## src/rtl/bcd_serial_adder_pkg.sv

```systemverilog
// Shared definitions for the digit-serial BCD adder: FSM states and BCD constants.
package bcd_serial_adder_pkg;

  // Controller states: waiting for operands, adding one digit per cycle, holding the result.
  typedef enum logic [1:0] {
    IDLE = 2'd0,
    ADD  = 2'd1,
    DONE = 2'd2
  } state_e;

  // Largest legal BCD digit value.
  localparam logic [3:0] BCD_MAX  = 4'd9;

  // Correction added to a binary digit sum that overflowed the decimal range.
  localparam logic [3:0] BCD_CORR = 4'd6;

endpackage

```

## src/rtl/bcd_serial_adder_decimal_adder.sv

```systemverilog
// Carry-in-free single-digit BCD adder: binary add, then +6 correction when
// the raw sum leaves the decimal range. The decimal carry marks raw sum >= 10.
module decimal_adder
  import bcd_serial_adder_pkg::*;
(
  input  logic [3:0] a,
  input  logic [3:0] b,
  output logic [3:0] sum,
  output logic       carry
);

  logic [4:0] raw;
  logic [4:0] corrected;

  // Raw binary sum, decimal carry detection and correction.
  always_comb begin
    raw       = {1'b0, a} + {1'b0, b};
    corrected = raw + {1'b0, BCD_CORR};
    carry     = (raw > {1'b0, BCD_MAX});
    sum       = carry ? corrected[3:0] : raw[3:0];
  end

endmodule

```

## src/rtl/bcd_serial_adder.sv

```systemverilog
// Digit-serial BCD adder. Operands are captured on acceptance, then one digit
// per cycle is summed from digit 0 upward; the result is held until consumed.
//
// Handshakes: a transfer happens on a rising edge where valid and ready are
// both high. in_ready is high only in IDLE, out_valid only in DONE, so an
// operand pair and its result never overlap; neither depends combinationally
// on the partner's valid/ready.
module bcd_serial_adder
  import bcd_serial_adder_pkg::*;
#(
  parameter int DIGITS = 4
) (
  input  logic                  clk,
  input  logic                  rst,
  input  logic                  in_valid,
  output logic                  in_ready,
  input  logic [4*DIGITS-1:0]   a_bcd,
  input  logic [4*DIGITS-1:0]   b_bcd,
  output logic                  out_valid,
  input  logic                  out_ready,
  output logic [4*DIGITS-1:0]   sum_bcd,
  output logic                  carry_out,
  output logic                  bcd_err,
  output state_e                dbg_state
);

  localparam int W  = 4 * DIGITS;
  localparam int IW = (DIGITS > 1) ? $clog2(DIGITS) : 1;

  state_e          state_q, state_d;
  logic [W-1:0]    a_q, b_q, sum_q;
  logic [IW-1:0]   idx_q;
  logic            run_carry_q, carry_q, err_q;

  logic            accept, last_digit, err_in;
  logic [3:0]      pair_sum, digit;
  logic            pair_carry, inc_carry, new_carry;
  logic [4:0]      inc_raw, inc_corr;
  logic [W-1:0]    digit_ext, digit_top;

  assign accept     = in_valid & in_ready;
  assign last_digit = (idx_q == IW'(DIGITS - 1));

  // Digit 0 of the shifting operand registers is always the digit being summed.
  decimal_adder u_digit (
    .a     (a_q[3:0]),
    .b     (b_q[3:0]),
    .sum   (pair_sum),
    .carry (pair_carry)
  );

  // Inject the running carry as a decimal increment of the pair sum.
  always_comb begin
    inc_raw   = {1'b0, pair_sum} + {4'd0, run_carry_q};
    inc_corr  = inc_raw + {1'b0, BCD_CORR};
    inc_carry = (inc_raw > {1'b0, BCD_MAX});
    digit     = inc_carry ? inc_corr[3:0] : inc_raw[3:0];
    new_carry = pair_carry | inc_carry;
    digit_ext = W'(digit);
    digit_top = digit_ext << (4 * (DIGITS - 1));
  end

  // Flag any operand digit above 9 at the moment of acceptance.
  always_comb begin
    err_in = 1'b0;
    for (int i = 0; i < DIGITS; i++) begin
      if (a_bcd[4*i +: 4] > BCD_MAX || b_bcd[4*i +: 4] > BCD_MAX) err_in = 1'b1;
    end
  end

  // FSM state register.
  always_ff @(posedge clk) begin
    if (rst) state_q <= IDLE;
    else     state_q <= state_d;
  end

  // Next-state logic and handshake outputs.
  always_comb begin
    state_d   = state_q;
    in_ready  = 1'b0;
    out_valid = 1'b0;
    case (state_q)
      IDLE: begin
        in_ready = 1'b1;
        if (in_valid) state_d = ADD;
      end
      ADD: begin
        if (last_digit) state_d = DONE;
      end
      DONE: begin
        out_valid = 1'b1;
        if (out_ready) state_d = IDLE;
      end
      default: state_d = IDLE;
    endcase
  end

  // Datapath: capture on accept, then shift one digit per ADD cycle. Sum digits
  // enter at the top and reach their final position after DIGITS shifts.
  always_ff @(posedge clk) begin
    if (rst) begin
      a_q         <= '0;
      b_q         <= '0;
      sum_q       <= '0;
      idx_q       <= '0;
      run_carry_q <= 1'b0;
      carry_q     <= 1'b0;
      err_q       <= 1'b0;
    end else if (accept) begin
      a_q         <= a_bcd;
      b_q         <= b_bcd;
      idx_q       <= '0;
      run_carry_q <= 1'b0;
      err_q       <= err_in;
    end else if (state_q == ADD) begin
      a_q         <= a_q >> 4;
      b_q         <= b_q >> 4;
      sum_q       <= (sum_q >> 4) | digit_top;
      run_carry_q <= new_carry;
      idx_q       <= idx_q + 1'b1;
      if (last_digit) carry_q <= new_carry;
    end
  end

  assign sum_bcd   = sum_q;
  assign carry_out = carry_q;
  assign bcd_err   = err_q;
  assign dbg_state = state_q;

endmodule

```

## config.mk

```make
export PLATFORM = sky130hd
export DESIGN_NAME = bcd_serial_adder
export DESIGN_NICKNAME = d
export VERILOG_FILES = /design/src/rtl/bcd_serial_adder_pkg.sv /design/src/rtl/bcd_serial_adder_decimal_adder.sv /design/src/rtl/bcd_serial_adder.sv
export SDC_FILE = /design/constraint.sdc
export NUM_CORES = 1
export LEC_CHECK = 0
export ABC_AREA = 0
export BUFFER_PORTS_ARGS = -buffer_cell sky130_fd_sc_hd__buf_2
export CAP_MARGIN = 10
export CORE_ASPECT_RATIO = 1.75
export CORE_MARGIN = 2
export CORE_UTILIZATION = 30
export DETAILED_ROUTE_END_ITERATION = 8
export GPL_TIMING_DRIVEN = 0
export SLEW_MARGIN = 20
export SYNTH_ARGS = -nofsm -noshare
export SYNTH_HDL_FRONTEND = slang
export SYNTH_HIERARCHICAL = 1
export SYNTH_SLANG_ARGS = --single-unit
```

## constraint.sdc

```tcl
create_clock -name clk -period 6.3 [get_ports clk]
set_clock_uncertainty 0.1 [all_clocks]
set_input_delay 0.63 -clock clk [delete_from_list [all_inputs] [get_ports clk]]
set_output_delay 0.63 -clock clk [all_outputs]
set_load 0.01 [all_outputs]
```

Word level (Yosys, flattened, before mapping)
Cells that the tools add are included.

storage, ports and cells
  input port bits = 36
  register bits = 55
  output and inout port bits = 22
  logic and storage cells = 59

operators by class
  muxes and demuxes = 16
  bitwise gates (word level) = 4
  $add $sub $neg = 5
  equal/unequal tests = 6
  order comparisons = 10
  reduce and logical (&&, ||, !) cells = 10

operator list
  cell                                                                              number
  16-bit two-way mux                                                                4
  4-bit greater-than comparator (second input constant)                             8
  12-bit by 16-bit OR with 16-bit output                                            1
  5-bit by 4-bit greater-than comparator with 1-bit output (second input constant)  2
  4-bit by 3-bit adder with 4-bit output (second input constant)                    2
  4-bit two-way mux                                                                 2
  1-bit two-way mux                                                                 6
  2-bit two-way mux                                                                 3
  2-bit inequality test (second input constant)                                     3
  2-bit one-hot mux with 3 select lines                                             1
  3-bit AND reduction                                                               2
  4-bit by 1-bit adder with 5-bit output                                            1
  4-bit by 4-bit adder with 5-bit output                                            1
  2-bit equality test (second input constant)                                       2
  1-bit logical OR                                                                  4
  2-bit by 1-bit adder with 2-bit output (second input constant)                    1
  2-bit by 1-bit equality test with 1-bit output (second input constant)            1
  2-bit logical NOT                                                                 1
  2-bit AND reduction                                                               1
  2-bit nonzero test                                                                1
  2-bit OR reduction                                                                1
  1-bit AND                                                                         1
  1-bit inverter                                                                    1
  1-bit OR                                                                          1

Depth between registers and ports, before layout
  word-level depth = 7
  mapped depth = 17
  gate-level depth less buffers = 16

Modules after synthesis
Netlist, hierarchy kept.

modules (own cells, without submodules)
  module            seq. area each (um^2)  cells each  area an instance (um^2)  instances
  bcd_serial_adder  1101.1                 290         2397.3                   1
  decimal_adder     0.0                    26          226.5                    1

Worst setup path before layout
Ideal clock, no wire load.

  path kind = register to register
  from = register a_q[0]
  to = register carry_q (netlist: carry_out)
  buffers on the path = 1
  data required time = 6.060 ns
  stages on the path, launching flop included = 18
  period minus slack after synthesis = 3.866 ns
  data arrival time = 3.626 ns
  setup slack = 2.434 ns
  cell sequence = dfxtp_1 > ha_1 > inv_1 > fa_1 > xor2_1 > ha_1 > a31o_1 > o311ai_4 > xnor2_1 > ha_1 > buf_6 > xnor2_1 > ha_1 > and2b_2 > o311ai_0 > o41ai_2 > nor3_2 > a311oi_1

on the way
  cells in the longest elaborated chain, start to end = 6
  elaborated cells between the ends (all ways) = 7

RTL lines
  element                                                   line                                  text
  from (decl)                                               bcd_serial_adder.sv:31                logic [W-1:0] a_q, b_q, sum_q;
  from (signal assigned)                                    bcd_serial_adder.sv:116               a_q <= a_q >> 4;
  4-bit by 4-bit adder with 5-bit output                    bcd_serial_adder_decimal_adder.sv:17  raw = {1'b0, a} + {1'b0, b};
  5-bit by 4-bit greater-than comparator with 1-bit output  bcd_serial_adder_decimal_adder.sv:19  carry = (raw > {1'b0, BCD_MAX});
  net pair_carry                                            bcd_serial_adder.sv:37                logic pair_carry, inc_carry, new_carry;
  4-bit two-way mux                                         bcd_serial_adder_decimal_adder.sv:20  sum = carry ? corrected[3:0] : raw[3:0];
  net pair_sum[1]                                           bcd_serial_adder.sv:36                logic [3:0] pair_sum, digit;
  4-bit by 1-bit adder with 5-bit output                    bcd_serial_adder.sv:54                inc_raw = {1'b0, pair_sum} + {4'd0, run_carry_q};
  5-bit by 4-bit greater-than comparator with 1-bit output  bcd_serial_adder.sv:56                inc_carry = (inc_raw > {1'b0, BCD_MAX});
  1-bit OR                                                  bcd_serial_adder.sv:58                new_carry = pair_carry | inc_carry;
  to (signal assigned)                                      bcd_serial_adder.sv:121               if (last_digit) carry_q <= new_carry;
  to (decl)                                                 bcd_serial_adder.sv:33                logic run_carry_q, carry_q, err_q;

The timed path passes the listed nets, and every way through them passes these cells.
A chain may end at the register's enable or synchronous reset.

Final worst setup path
  from = register b_q[0]
  to = register carry_q (netlist: carry_out)

on the way
  cells in the longest elaborated chain, start to end = 6
  elaborated cells between the ends (all ways) = 7

RTL lines
  element                                                   line                                  text
  from (decl)                                               bcd_serial_adder.sv:31
  from (signal assigned)                                    bcd_serial_adder.sv:117               b_q <= b_q >> 4;
  4-bit by 4-bit adder with 5-bit output                    bcd_serial_adder_decimal_adder.sv:17
  5-bit by 4-bit greater-than comparator with 1-bit output  bcd_serial_adder_decimal_adder.sv:19
  net pair_carry                                            bcd_serial_adder.sv:37
  4-bit two-way mux                                         bcd_serial_adder_decimal_adder.sv:20
  net pair_sum[1]                                           bcd_serial_adder.sv:36
  4-bit by 1-bit adder with 5-bit output                    bcd_serial_adder.sv:54
  5-bit by 4-bit greater-than comparator with 1-bit output  bcd_serial_adder.sv:56
  1-bit OR                                                  bcd_serial_adder.sv:58

The timed path passes the listed nets, and every way through them passes these cells.

==> results.md <==
* Cell area after synthesis at 2620 um^2
* CORE AREA at 8610 um^2
* Wirelength per Cell at 14.0 um
* Worst path required time at 6.34 ns
* Seq/Total Area, Yosys at 42.0%
* Filler Cell Count at 915
* Final total power at 867 uW
* Async set-reset flop share out of synthesis at 0%
* H-Tree Depth at 2
* # clock sinks at 55
* Top cell type's share of synthesized area at 42.0%
* Total Wirelength at 6.95 mm
* # rows at 45
* Root buffer cell: clkbuf_16
* Post-synth top flop: dfxtp_1
* Vias in the first global route at 2426
* Mean post-synth cell area at 8.30 um^2
* Number of port buffers at 57
* Initial antenna violation count at 0
* FMAX at 230 MHz
* Post-synth EDFFs at 0
* Most area-hungry cell type in the Yosys netlist: dfxtp_1
* Net Count, Synth at 362
* Global-route wire length before repair at 11.4 mm
* Hold Vio Cnt, Final at 0
* Yosys warns at 6
* Arrival time worst endpoint at 4.39 ns
* Detailed placement HPWL at 5.43 mm
* Minimum clock period at 4.35 ns
* Outcome: finished, final reports clean
* Pre-antenna DRT Iters at 4
* CP cell instances: ha_1, inv_1, fa_1, xor2_1, ha_1, a31o_1, o311ai_4, xnor2_1, ha_1, buf_6, xnor2_1, ha_1, and2b_2, o311ai_0, o41ai_2, nor3_2, a311oi_1
* Die width at 74.7 um
* # IOs at 58
* Post-CTS setup buffer count at 0
* Die ar. at 9540 um^2
* Clock buffer depth at 2
* Slew headroom at 58.9%
* Area Growth Syn to Fin at 22.5%
* TritonCTS clock tree: yes
* # hold bufs at CTS at 0
* CP Capture Type: flip-flop
* Worst-Margin Slew at 0.616 ns
* Number of CTS-inserted buffers at 5
* Slowest-stage cell, CP: o311ai_4
* Max-slew violations at 0
* Post_cts resized at 0
* Max VDD drop at 0.129 mV
* Placer Congestion at 0.806
* RSZ-0062 raised after global routing: no
* Cell variety after synth at 47
* Slowest Stage Delay on Critical Path at 0.42 ns
* Fin crit share at 69.1%
* Gr usage total at 15.3%
* Vias at 2429
* Commonest cells post-synth: nand2_1, dfxtp_1, a21oi_1
* Pin count of the biggest net entering global routing at 16
* Setup TNS at 0 ns
* Clk slew on worst S/H paths at 0.07 ns
* Crit-path max FO at 8
* Final setup viols at 0
* DR iter-0 viols at 126
* Vias per inst at 4.89
* ANT nets after route at 0
* # diodes at 0
* # DRC at 0
* Cell mode on critical path: ha_1
* Max-cap violations at 0
* Lkg Pwr at 0.00128 uW
* Worst hold path type: reg -> reg
* Seq cells post-synth at 55
* Pwr per Cell Area at 270 nW/um^2
* Die H at 128 um
* Top-count cell post-synth: nand2_1
* Worst-Skew Late Latency at 0.29 ns
* Starting Density at 30.5%
* Grt total ovfl at 0
* Net count, final at 426
* Ratio of cells with drive above 1 in the final layout at 22.6%
* Syn Inst Count at 316
* Critical path class: reg -> reg
* Worst setup SP type: flip-flop
* Synth area leaders: dfxtp_1, nand2_1, a21oi_1, a22oi_1, ha_1
==> report_power, final <==
group | leakage, uW | switching (uW) | total, uW | internal (uW)
clock | 0.0000769 | 121 | 307 | 186
combinational | 0.000756 | 107 | 180 | 72.6
sequential | 0.000450 | 12.5 | 380 | 368
total | 0.00128 | 241 | 867 | 626
==> cells by family (layout without fill, tap and decap cells) <==
| kind of cell | after synthesis | after routing | synth area share (%) |
|---|---|---|---|
| AOI/OAI and AO/OA | 102 | 102 | 25.2 |
| xor gates and xnor gates | 4 | 4 | 1.34 |
| adders and majority gates | 10 | 10 | 5.05 |
| buffers and inverters | 33 | 97 | 6.44 |
| DFF | 55 | 55 | 42.0 |
| muxes | 4 | 4 | 1.53 |
| and+or+nand+nor | 108 | 108 | 18.5 |
==> through the flow <==
step | instance area (um^2) | std cells | util (%) | setup slack, ns | hold WS (ns)
floorplan | 2620 | 316 | - | 2.43 | 0.337
global placement | 3060 | 490 | 35.5 | 2.04 | 0.338
detailed placement | 3060 | 490 | 35.5 | 1.96 | 0.343
CTS | 3210 | 497 | 37.3 | 1.94 | 0.352
global route | 3210 | 497 | 37.3 | 1.70 | 0.384
finish | 3210 | 497 | 37.3 | 1.95 | 0.352
==> critical path, delay by kind of cell, from the launching register on <==
kind                       cells  cell delay [ns]
and+or+nand+nor                2             0.51
adders and majority gates      5             1.39
buffers and inverters          2             0.19
AOI/OAI and AO/OA              5             1.09
xor gates and xnor gates       3             0.57
DFF                            1             0.36
==> placed cells by master (no fill, tap or decap), drive strengths merged, types with 2 or more instances in the layout <==
cell,n
dfxtp,55
a311oi,3
ha,9
nand3,13
buf,69
o21ai,14
inv,10
nor2,11
clkbuf,17
nor3,8
and2b,2
a211oi,2
mux2i,4
nand2,63
nor2b,3
a22oi,23
nand4,2
a21oi,47
o311ai,2
o211ai,2
xnor2,3
==> flip-flops by register name, summed over array words and instances (netlist names) <==
name         flops
a_q             16
b_q             16
sum_bcd         16
dbg_state        2
idx_q            2
bcd_err          1
carry_out        1
run_carry_q      1
==> area by class of cell <==
class | instances | area (um^2) | share of cell area [%]
Sequential cell | 55 | 1100 | 34.3
Buffer | 23 | 131 | 4.09
Clock buffer | 6 | 129 | 4.01
Clock inverter | 1 | 30.0 | 0.934
Timing Repair Buffer | 57 | 285 | 8.88
Tap cell | 117 | 146 | 4.55
Multi-Input combinational cell | 228 | 1350 | 42.1
Inverter | 10 | 37.5 | 1.17
==> worst paths after layout <==
path | startpoint | to | slack [ns] | cells after the start
setup reg to reg | b_q[0]$_SDFFE_PP0P_ | carry_out$_SDFFE_PP0P_ | 1.95 | 17
setup / recovery | b_q[0]$_SDFFE_PP0P_ | carry_out$_SDFFE_PP0P_ | 1.95 | 17
hold reg to reg | sum_bcd[3]$_SDFFE_PP0P_ | sum_bcd[3]$_SDFFE_PP0P_ | 0.35 | 2
hold / removal | sum_bcd[3]$_SDFFE_PP0P_ | sum_bcd[3]$_SDFFE_PP0P_ | 0.35 | 2
==> layer usage <==
metal	vias to the layer above	track usage (%)	wire length (um)	part of all wire [%]
met4	0	4.41	83	1.2
li1	1245	-	-	-
met5	-	0	0	0
met3	6	2.12	201	2.9
met1	1127	16.3	2770	40
met2	51	29.9	3900	56
Power figures use the tool's default switching activity.
